$ cat src/rtl/sequential_divider.sv
// sequential_divider: multi-cycle unsigned restoring divider, one quotient bit per clock.
//
// Ports:
//   clk            clock, all state changes on the rising edge
//   rst_n          asynchronous active-low reset, aborts any operation
//   start_i        request a division, accepted in idle or in the done cycle
//   dividend_i     numerator, sampled on an accepted start
//   divisor_i      denominator, sampled on an accepted start
//   busy_o         high while iterations are in progress
//   done_o         one-cycle pulse, results valid
//   quotient_o     registered quotient, held until the next completion
//   remainder_o    registered remainder, held until the next completion
//   div_by_zero_o  last completed operation had a zero divisor
module sequential_divider #(
  parameter int unsigned Width = 8
) (
  input  logic             clk,
  input  logic             rst_n,
  input  logic             start_i,
  input  logic [Width-1:0] dividend_i,
  input  logic [Width-1:0] divisor_i,
  output logic             busy_o,
  output logic             done_o,
  output logic [Width-1:0] quotient_o,
  output logic [Width-1:0] remainder_o,
  output logic             div_by_zero_o
);

  localparam int unsigned CntW = $clog2(Width);
  localparam logic [CntW-1:0] LastCnt = CntW'(Width - 1);

  typedef enum logic [1:0] {StIdle, StRun, StDone} state_e;

  state_e           state_q, state_d;
  logic [Width-1:0] dvd_q, dvd_d;       // dividend shifts out, quotient bits shift in
  logic [Width-1:0] dvs_q, dvs_d;
  logic [Width:0]   prem_q, prem_d;     // partial remainder
  logic [CntW-1:0]  cnt_q, cnt_d;
  logic [Width-1:0] quo_q, quo_d;
  logic [Width-1:0] rem_q, rem_d;
  logic             dbz_q, dbz_d;

  logic             accept;
  logic [Width:0]   shifted;
  logic [Width:0]   trial;

  // The partial remainder stays below the divisor, so its top bit is always zero
  // before the shift and only the low bits feed the shifted value.
  logic unused_prem_msb;
  assign unused_prem_msb = prem_q[Width];

  always_comb begin
    state_d = state_q;
    dvd_d   = dvd_q;
    dvs_d   = dvs_q;
    prem_d  = prem_q;
    cnt_d   = cnt_q;
    quo_d   = quo_q;
    rem_d   = rem_q;
    dbz_d   = dbz_q;

    accept  = start_i && ((state_q == StIdle) || (state_q == StDone));
    shifted = {prem_q[Width-1:0], dvd_q[Width-1]};
    trial   = shifted - {1'b0, dvs_q};

    unique case (state_q)
      StIdle, StDone: begin
        if (accept) begin
          dvd_d  = dividend_i;
          dvs_d  = divisor_i;
          prem_d = '0;
          cnt_d  = '0;
          if (divisor_i == '0) begin
            // Zero divisor completes immediately without iterating.
            state_d = StDone;
            quo_d   = '1;
            rem_d   = dividend_i;
            dbz_d   = 1'b1;
          end else begin
            state_d = StRun;
          end
        end else begin
          state_d = StIdle;
        end
      end
      StRun: begin
        if (trial[Width]) begin
          // Negative trial: keep the shifted remainder, quotient bit 0.
          prem_d = shifted;
          dvd_d  = {dvd_q[Width-2:0], 1'b0};
        end else begin
          prem_d = trial;
          dvd_d  = {dvd_q[Width-2:0], 1'b1};
        end
        cnt_d = cnt_q + CntW'(1);
        if (cnt_q == LastCnt) begin
          state_d = StDone;
          quo_d   = dvd_d;
          rem_d   = prem_d[Width-1:0];
          dbz_d   = 1'b0;
        end
      end
      default: state_d = StIdle;
    endcase
  end

  always_ff @(posedge clk or negedge rst_n) begin
    if (!rst_n) begin
      state_q <= StIdle;
      dvd_q   <= '0;
      dvs_q   <= '0;
      prem_q  <= '0;
      cnt_q   <= '0;
      quo_q   <= '0;
      rem_q   <= '0;
      dbz_q   <= 1'b0;
    end else begin
      state_q <= state_d;
      dvd_q   <= dvd_d;
      dvs_q   <= dvs_d;
      prem_q  <= prem_d;
      cnt_q   <= cnt_d;
      quo_q   <= quo_d;
      rem_q   <= rem_d;
      dbz_q   <= dbz_d;
    end
  end

  assign busy_o        = (state_q == StRun);
  assign done_o        = (state_q == StDone);
  assign quotient_o    = quo_q;
  assign remainder_o   = rem_q;
  assign div_by_zero_o = dbz_q;

endmodule
$ cat config.mk
export PLATFORM = sky130hd
export DESIGN_NAME = sequential_divider
export DESIGN_NICKNAME = d
export VERILOG_FILES = /design/src/rtl/sequential_divider.sv
export SDC_FILE = /design/constraint.sdc
export NUM_CORES = 1
export LEC_CHECK = 0
export ABC_AREA = 1
export CAP_MARGIN = 15
export CORE_MARGIN = 10
export CORE_UTILIZATION = 54
export DETAILED_ROUTE_END_ITERATION = 8
export GPL_ROUTABILITY_DRIVEN = 0
export PLACE_DENSITY_LB_ADDON = 0.3
export SETUP_SLACK_MARGIN = 0.2
export SLEW_MARGIN = 20
export SYNTH_ARGS = -nofsm -noshare
export SYNTH_HDL_FRONTEND = slang
export SYNTH_SLANG_ARGS = --single-unit
$ cat constraint.sdc
create_clock -name clk -period 2.55 [get_ports clk]
set_input_delay 0.6375 -clock clk [delete_from_list [all_inputs] [get_ports clk]]
set_output_delay 0.6375 -clock clk [all_outputs]
set_load 0.01 [all_outputs]
==> qor.csv, run 1 <==
stage;metric;value;unit
sta;Tmin final;2.11;ns
final_layout;area delta synth->final;20.4;%
synthesis;Synth Register Bits;46;
synthesis;Synth area leader;dfrtp_1;
critical_path;critical path peak fanout;9;
placed_design;DP Area;2940;um2
synthesis;top cells by area, synth;dfrtp_1 (46%), nand2_1 (10%), inv_1 (9.4%), nand3_1 (7.7%), ha_1 (5.0%);
placed_design;Port Buffers;37;
synthesis;syn nets;356;
sta;TNS Setup;0;ns
final_layout;Total Nets Final;395;
final_layout;register area;1150;um2
final_layout;Filler Cells Inserted;373;
global_route;GRT overflow;0;
sta;Worst-Margin Slew;0.577;ns
die;Die Span X;88.4;um
synthesis;synthesized netlist cell count;326;
critical_path;Critical path buffers and inverters;3;
pwr;Static Leak;1.58;nW
placed_design;hpwl dp;4.31;mm
synthesis;Synth Cell Area;2530;um2
routing;routed len/inst;13.6;um
final_layout;area of the multi-input gates;1090;um2
die;starting density of the core;56.8;%
clock_tree;clk buf depth;2;
clock_tree;Clock Sink Count;46;
sta;final setup vio count;0;
critical_path;CP max-delay cell;fa_1;
outcome;status;complete, no violations;
critical_path;Reg2Reg Launch Point;dvd_q[7]$_DFFE_PN0P_;
global_route;vias in the first global route;2152;
global_route;first-pass GRT wire length;9.63;mm
routing;ANT nets after route;0;
sta;RSZ-0062 raised after global routing;false;
flow_run;max-capacitance violation count;0;
routing;number of DRC markers in iteration 0;148;
routing;Post-Route WL;5.67;mm
critical_path;CP Capture Type;flip-flop;
critical_path;worst reg2reg path depth;14;
critical_path;reg2reg end;remainder_o[0]$_DFFE_PN0P_;
final_layout;cell area after layout;3040;um2
pwr;maximum VDD drop;0.869;mV
routing;TritonRoute pass-1 iters;4;
critical_path;CP Cell Sequence;inv_1, ha_1, inv_1, fa_1, nand2_1, nand2_1, nand3_2, nand2_1, nand2_1, nand2_4, nand3_1, nand3_1, nand2_1, inv_1;
sta;clock skew;0.00725;ns
clock_tree;total CTS buffers;5;
sta;Slew Limit Fails;0;
hold_path;worst hold path class;primary input to async pin;
sta;setup ws final;0.445;ns
critical_path;Largest stage delay, worst path;0.41;ns
critical_path;Data arrival, critical path;2.31;ns
clock_tree;Hold Buf Count CTS;0;
clock_tree;# H-tree levels;2;
critical_path;cell family with most CP delay;simple AND/OR/NAND/NOR gates;
sta;maximum clock rate;475;MHz
routing;Vias;2198;
synthesis;Unique masters post-synth;24;
sta;Slew Limit Headroom;61.5;%
die;die height;88.4;um
sta;Tcrit/Tclk final;82.6;%
die;cell row count;24;
synthesis;Post-synth top cells;nand2_1 (69), inv_1 (63), dfrtp_1 (46);
global_route;initial antenna violation count;0;
clock_tree;worst skew pair latency;0.31;ns
critical_path;CP Launch Type;flip-flop;
die;full die area;7810;um2
synthesis;ys async rst share;100;%
synthesis;Ys Warns;0;
clock_tree;Resized cells post-CTS;0;
die;Core Box Area;4440;um2
synthesis;most frequent cell after synthesis;nand2_1;
synthesis;syn avg cell area;7.75;um2
clock_tree;CTS tree;done;
sta;Final Hold Viols;0;
global_route;largest net degree at the start of global routing;47;
critical_path;Req. time, crit path;2.76;ns
clock_tree;clock slew at reported path FFs;0.08;ns
final_layout;share of cells above drive strength 1;6.28;%
synthesis;top-area cell type share of the netlist area;45.6;%
critical_path;CP Class;flip-flop to flip-flop;
critical_path;R2R Setup Slk;0.44;ns
pwr;Power per Cell Area;1350;nW/um2
clock_tree;Root Driver;clkbuf_8;
synthesis;Post-synth EDFFs;0;
global_route;GRT Total Usage;15.5;%
synthesis;predominant post-synthesis flop cell;dfrtp_1;
synthesis;Seq/Total Area, Yosys;45.6;%
die;IO Count;38;
routing;DRC;0;
final_layout;Ant. Diodes;0;
clock_tree;# Post-CTS Setup Buffers;0;
routing;vias per inst;5.26;
placed_design;pre-CTS setup slack;0.314;ns
critical_path;most frequent CP cell;nand2_1;
sta;worst hold slack;0.396;ns
==> cells by family (layout without fill, tap and decap cells) <==
family / count (synthesis) / in the layout / synth area share (%)
and+or+nand+nor: 157 / 157 / 27.7
buffers and inverters: 75 / 115 / 11.6
DFF: 46 / 46 / 45.6
AOI/OAI and AO/OA: 34 / 34 / 8.27
adders and majority gates: 11 / 11 / 5.75
xor gates and xnor gates: 3 / 3 / 1.04
==> how the worst max path moves through the flow <==
stage	from	to	slack, ns	cells past startpoint
6_report	dvd_q[7]$_DFFE_PN0P_	remainder_o[0]$_DFFE_PN0P_	0.44	14
5_1_grt	dvd_q[7]$_DFFE_PN0P_	remainder_o[1]$_DFFE_PN0P_	0.26	14
3_3_place_gp	divisor_i[6]	remainder_o[6]$_DFFE_PN0P_	0.38	9
2_1_floorplan	dvd_q[7]$_DFFE_PN0P_	remainder_o[7]$_DFFE_PN0P_	0.70	14
4_1_cts	dvd_q[7]$_DFFE_PN0P_	remainder_o[0]$_DFFE_PN0P_	0.41	14
3_5_place_dp	divisor_i[7]	remainder_o[5]$_DFFE_PN0P_	0.31	9
==> metal layers <==
| layer | vias to the layer above | GRT usage (%) | share of wire, % | wire (um) |
|---|---|---|---|---|
| met5 | - | 0 | 0 | 0 |
| met4 | 0 | 7.20 | 2.5 | 141 |
| met3 | 12 | 4.69 | 5.9 | 335 |
| met2 | 57 | 25.2 | 49 | 2760 |
| met1 | 1032 | 18.5 | 43 | 2430 |
| li1 | 1097 | - | - | - |
==> registers in the layout (all words and copies together) (netlist names) <==
signal         cells
quotient_o         8
remainder_o        8
state_q            2
div_by_zero_o      1
dvs_q              8
prem_q             8
cnt_q              3
dvd_q              8
==> where the power goes <==
part	internal [mW]	switching [mW]	leakage (nW)
logic	0.961	1.44	0.997
registers	1.05	0.190	0.537
clock network	0.218	0.252	0.0472
total	2.23	1.88	1.58
==> layout make-up <==
type,instances,area share (%)
Clock buffer,6,2.72
Clock inverter,2,0.412
Inverter,66,8.15
Multi-Input combinational cell,205,35.7
Sequential cell,46,37.9
Tap cell,52,2.14
Timing Repair Buffer,41,13.0
==> worst register-to-register path: cells and delay by family (launching register included) <==
| family | cells | cell delay [ns] |
|---|---|---|
| simple gates | 9 | 0.86 |
| buf+inv | 3 | 0.17 |
| flops | 1 | 0.39 |
| fa+ha+maj | 2 | 0.56 |
==> per-stage QoR <==
step           cells  utilization [%]  power [mW]
2_1_floorplan    326                -        2.96
3_3_place_gp     410             66.2        3.57
3_5_place_dp     410             66.2        3.65
4_1_cts          418             68.3        4.14
5_1_grt          418             68.4        4.55
6_report         418             68.4        4.12
==> placed cells by master, fill, tap and decap left out, drive strengths merged <==
cell type | synthesis | routed
buf | 5 | 5
clkbuf | 4 | 6
clkinvlp | 0 | 1
inv | 66 | 66
nand4 | 3 | 3
xnor2 | 1 | 1
nand2 | 75 | 75
fa | 1 | 1
o211ai | 1 | 1
a22o | 2 | 2
clkinv | 0 | 1
xor2 | 2 | 2
o221ai | 7 | 7
o21bai | 1 | 1
ha | 10 | 10
clkdlybuf4s50 | 0 | 36
a21oi | 9 | 9
nand3 | 39 | 39
dfrtp | 46 | 46
o21ai | 14 | 14
nor2 | 32 | 32
or2 | 8 | 8
Power figures use the tool's default switching activity.
==> run 2: changes to the inputs <==
--- a/config.mk
+++ b/config.mk
@@ -8,7 +8,7 @@
 export ABC_AREA = 1
 export CAP_MARGIN = 15
 export CORE_MARGIN = 10
-export CORE_UTILIZATION = 54
+export CORE_UTILIZATION = 49
 export DETAILED_ROUTE_END_ITERATION = 8
 export GPL_ROUTABILITY_DRIVEN = 0
 export PLACE_DENSITY_LB_ADDON = 0.3
==> constraint.sdc (replaced) <==
create_clock -name clk -period 1.9 [get_ports clk]
set_input_delay 0.475 -clock clk [delete_from_list [all_inputs] [get_ports clk]]
set_output_delay 0.475 -clock clk [all_outputs]
set_load 0.01 [all_outputs]
==> qor.csv, run 2 (synthesis gave the netlist of run 1 again) <==
stage;metric;value;unit;change
outcome;status;finished with violations;;
outcome;failing checks;negative setup slack;;
routing;TritonRoute pass-1 iters;4;;unchanged
die;starting density of the core;50.1;%;-6.7 points
placed_design;pre-CTS setup slack;-0.102;ns;-0.415 ns
critical_path;critical path peak fanout;4;;-5
global_route;GRT Total Usage;15.4;%;-0.13 points
sta;setup ws final;-0.0527;ns;-0.498 ns
global_route;busiest grt layer;met2;;
global_route;GRT overflow;0;;unchanged
sta;Worst-Margin Slew;0.591;ns;+0.0133 ns
clock_tree;total CTS buffers;5;;unchanged
global_route;vias in the first global route;2352;;+9.3%
sta;Final Hold Viols;0;;unchanged
routing;Post-Route WL;6.66;mm;+17%
critical_path;most frequent CP cell;nand2_4;;
critical_path;Critical path buffers and inverters;3;;unchanged
global_route;first-pass GRT wire length;10.8;mm;+12%
critical_path;CP Class;flip-flop to flip-flop;;
die;full die area;8430;um2;+7.9%
placed_design;Port Buffers;37;;unchanged
clock_tree;clock slew at reported path FFs;0.09;ns;about the same
routing;vias per inst;5.02;;-4.5%
global_route;global-route met2 utilization;26.4;%;+1.2 points
placed_design;hpwl dp;4.49;mm;+4.3%
routing;Vias;2315;;+5.3%
die;Die Span X;91.8;um;+3.9%
pwr;maximum VDD drop;1.24;mV;+42%
pwr;Static Leak;1.83;nW;+16%
clock_tree;Root Driver;clkbuf_8;;
die;die height;91.8;um;+3.9%
global_route;largest net degree at the start of global routing;47;;unchanged
final_layout;most common cell after layout, fill and taps aside;nand2_1;;
sta;clock skew;0.00668;ns;-0.000571 ns
sta;RSZ-0062 raised after global routing;true;;
critical_path;CP max-delay cell;dfrtp_1;;
final_layout;register area;1150;um2;unchanged
die;IO Count;38;;unchanged
critical_path;CP Launch Type;flip-flop;;
critical_path;CP Cell Sequence;inv_2, ha_4, inv_4, fa_2, nand2_2, nand2_4, nand3_4, nand2_4, nand2_4, nand2_4, nand3_2, nand3_1, nand2_1, inv_1;;
clock_tree;clk buf depth;2;;unchanged
pwr;Power per Cell Area;1920;nW/um2;+42%
final_layout;commonest non-fill, non-tap cells in the layout;nand2_1 (63), inv_1 (61), dfrtp_1 (46), nor2_1 (31), buf_4 (24);;
clock_tree;Clock Sink Count;46;;unchanged
clock_tree;worst skew pair latency;0.31;ns;about the same
sta;Slew Limit Fails;0;;unchanged
sta;Slew Limit Headroom;60.6;%;-0.89 points
final_layout;area delta synth->final;42.7;%;
global_route;initial antenna violation count;0;;unchanged
sta;Tcrit/Tclk final;103;%;+20 points
final_layout;Total Nets Final;420;;+6.3%
final_layout;Filler Cells Inserted;385;;+3.2%
sta;final setup vio count;9;;+9
global_route;met1 Use GR;18.2;%;-0.28 points
critical_path;cell family with most CP delay;simple AND/OR/NAND/NOR gates;;
routing;DRC;0;;unchanged
flow_run;max-capacitance violation count;0;;unchanged
placed_design;DP Area;3140;um2;+6.8%
critical_path;Req. time, crit path;2.11;ns;-0.65 ns
routing;number of DRC markers in iteration 0;102;;-31%
global_route;met3 GRT Util;4.24;%;-0.45 points
critical_path;Data arrival, critical path;2.16;ns;-0.15 ns
die;Core Box Area;5040;um2;+13%
routing;routed len/inst;14.4;um;+6.5%
clock_tree;# H-tree levels;2;;unchanged
critical_path;Largest stage delay, worst path;0.40;ns;about the same
hold_path;worst hold path class;primary input to async pin;;
routing;ANT nets after route;0;;unchanged
die;cell row count;26;;+8.3%
final_layout;area of the multi-input gates;1390;um2;+28%
critical_path;CP Capture Type;flip-flop;;
final_layout;share of cells above drive strength 1;22.8;%;+16 points
final_layout;Ant. Diodes;0;;unchanged
clock_tree;CTS tree;done;;
final_layout;cell area after layout;3600;um2;+19%
sta;Tmin final;1.95;ns;-0.152 ns
pwr;total design power;6.93;mW;+68%
sta;maximum clock rate;512;MHz;+7.8%
## run 2: cell types whose count changed in the layout (fill, tap and decap cells not counted), sizes merged
cell	before	now
buf	5	28
clkdlybuf4s50	36	19
dlymetal6s2s	0	11
dlygate4sd2	0	5
nand2	75	77
clkbuf	6	7
clkdlybuf4s15	0	1
clkinvlp	1	0
## run 2: path summary, 6_finish.rpt
kind	slack, ns	start	cells after the start	end
max	-0.05	dvd_q[7]$_DFFE_PN0P_	14	remainder_o[6]$_DFFE_PN0P_
min	0.24	rst_n	2	state_q[0]$_DFFE_PN0P_
max reg2reg	-0.05	dvd_q[7]$_DFFE_PN0P_	14	remainder_o[6]$_DFFE_PN0P_
min reg2reg	0.49	dvs_q[4]$_DFFE_PN0P_	2	dvs_q[4]$_DFFE_PN0P_
max in group asynchronous	1.25	rst_n	2	quotient_o[0]$_DFFE_PN0P_
min in group clk	0.49	dvs_q[4]$_DFFE_PN0P_	2	dvs_q[4]$_DFFE_PN0P_
## run 2: report_power, final
group	switching, mW	internal, mW
Clock	0.346	0.334
Sequential	0.286	1.41
Combinational	2.68	1.87
Total	3.31	3.62
## run 2: worst reg2reg max path: cells and delay by family, from the launching register on
kind / cells / cell delay [ns]
fa+ha+maj: 2 / 0.53
buf+inv: 3 / 0.16
simple gates: 9 / 0.77
flops: 1 / 0.40
## run 2: routing by layer
layer / vias up / share of wire [%]
met5: - / 0
met1: 1113 / 42
li1: 1147 / -
met2: 46 / 52
met3: 9 / 5.0
met4: 0 / 1.6
## run 2: metrics by stage
step	hold slack (ns)	utilization [%]	setup TNS (ns)	instances
2_1_floorplan	0.179	-	0	326
3_3_place_gp	0.468	62.3	-0.473	446
3_5_place_dp	0.473	62.3	-0.734	446
4_1_cts	0.266	66.8	0	458
5_1_grt	0.292	71.5	-1.58	461
6_report	0.240	71.5	-0.347	461
## run 2: area by class of cell
cell class / instances / share of cell area, %
flip-flops and latches: 46 / 31.9
clock buffers: 7 / 2.67
multi-input cells: 207 / 38.6
inverters: 66 / 6.94
well taps: 70 / 2.43
repair buffers: 64 / 17.1
clock inverters: 1 / 0.243
## run 2: timing repair
item / CTS / global route
setup endpoints to repair: 24 / 37
hold buffers: 0 / 0
setup buffers: 2 / 3
cloned: 2 / 0
resized for setup: 28 / 48
pin swaps: 9 / 20
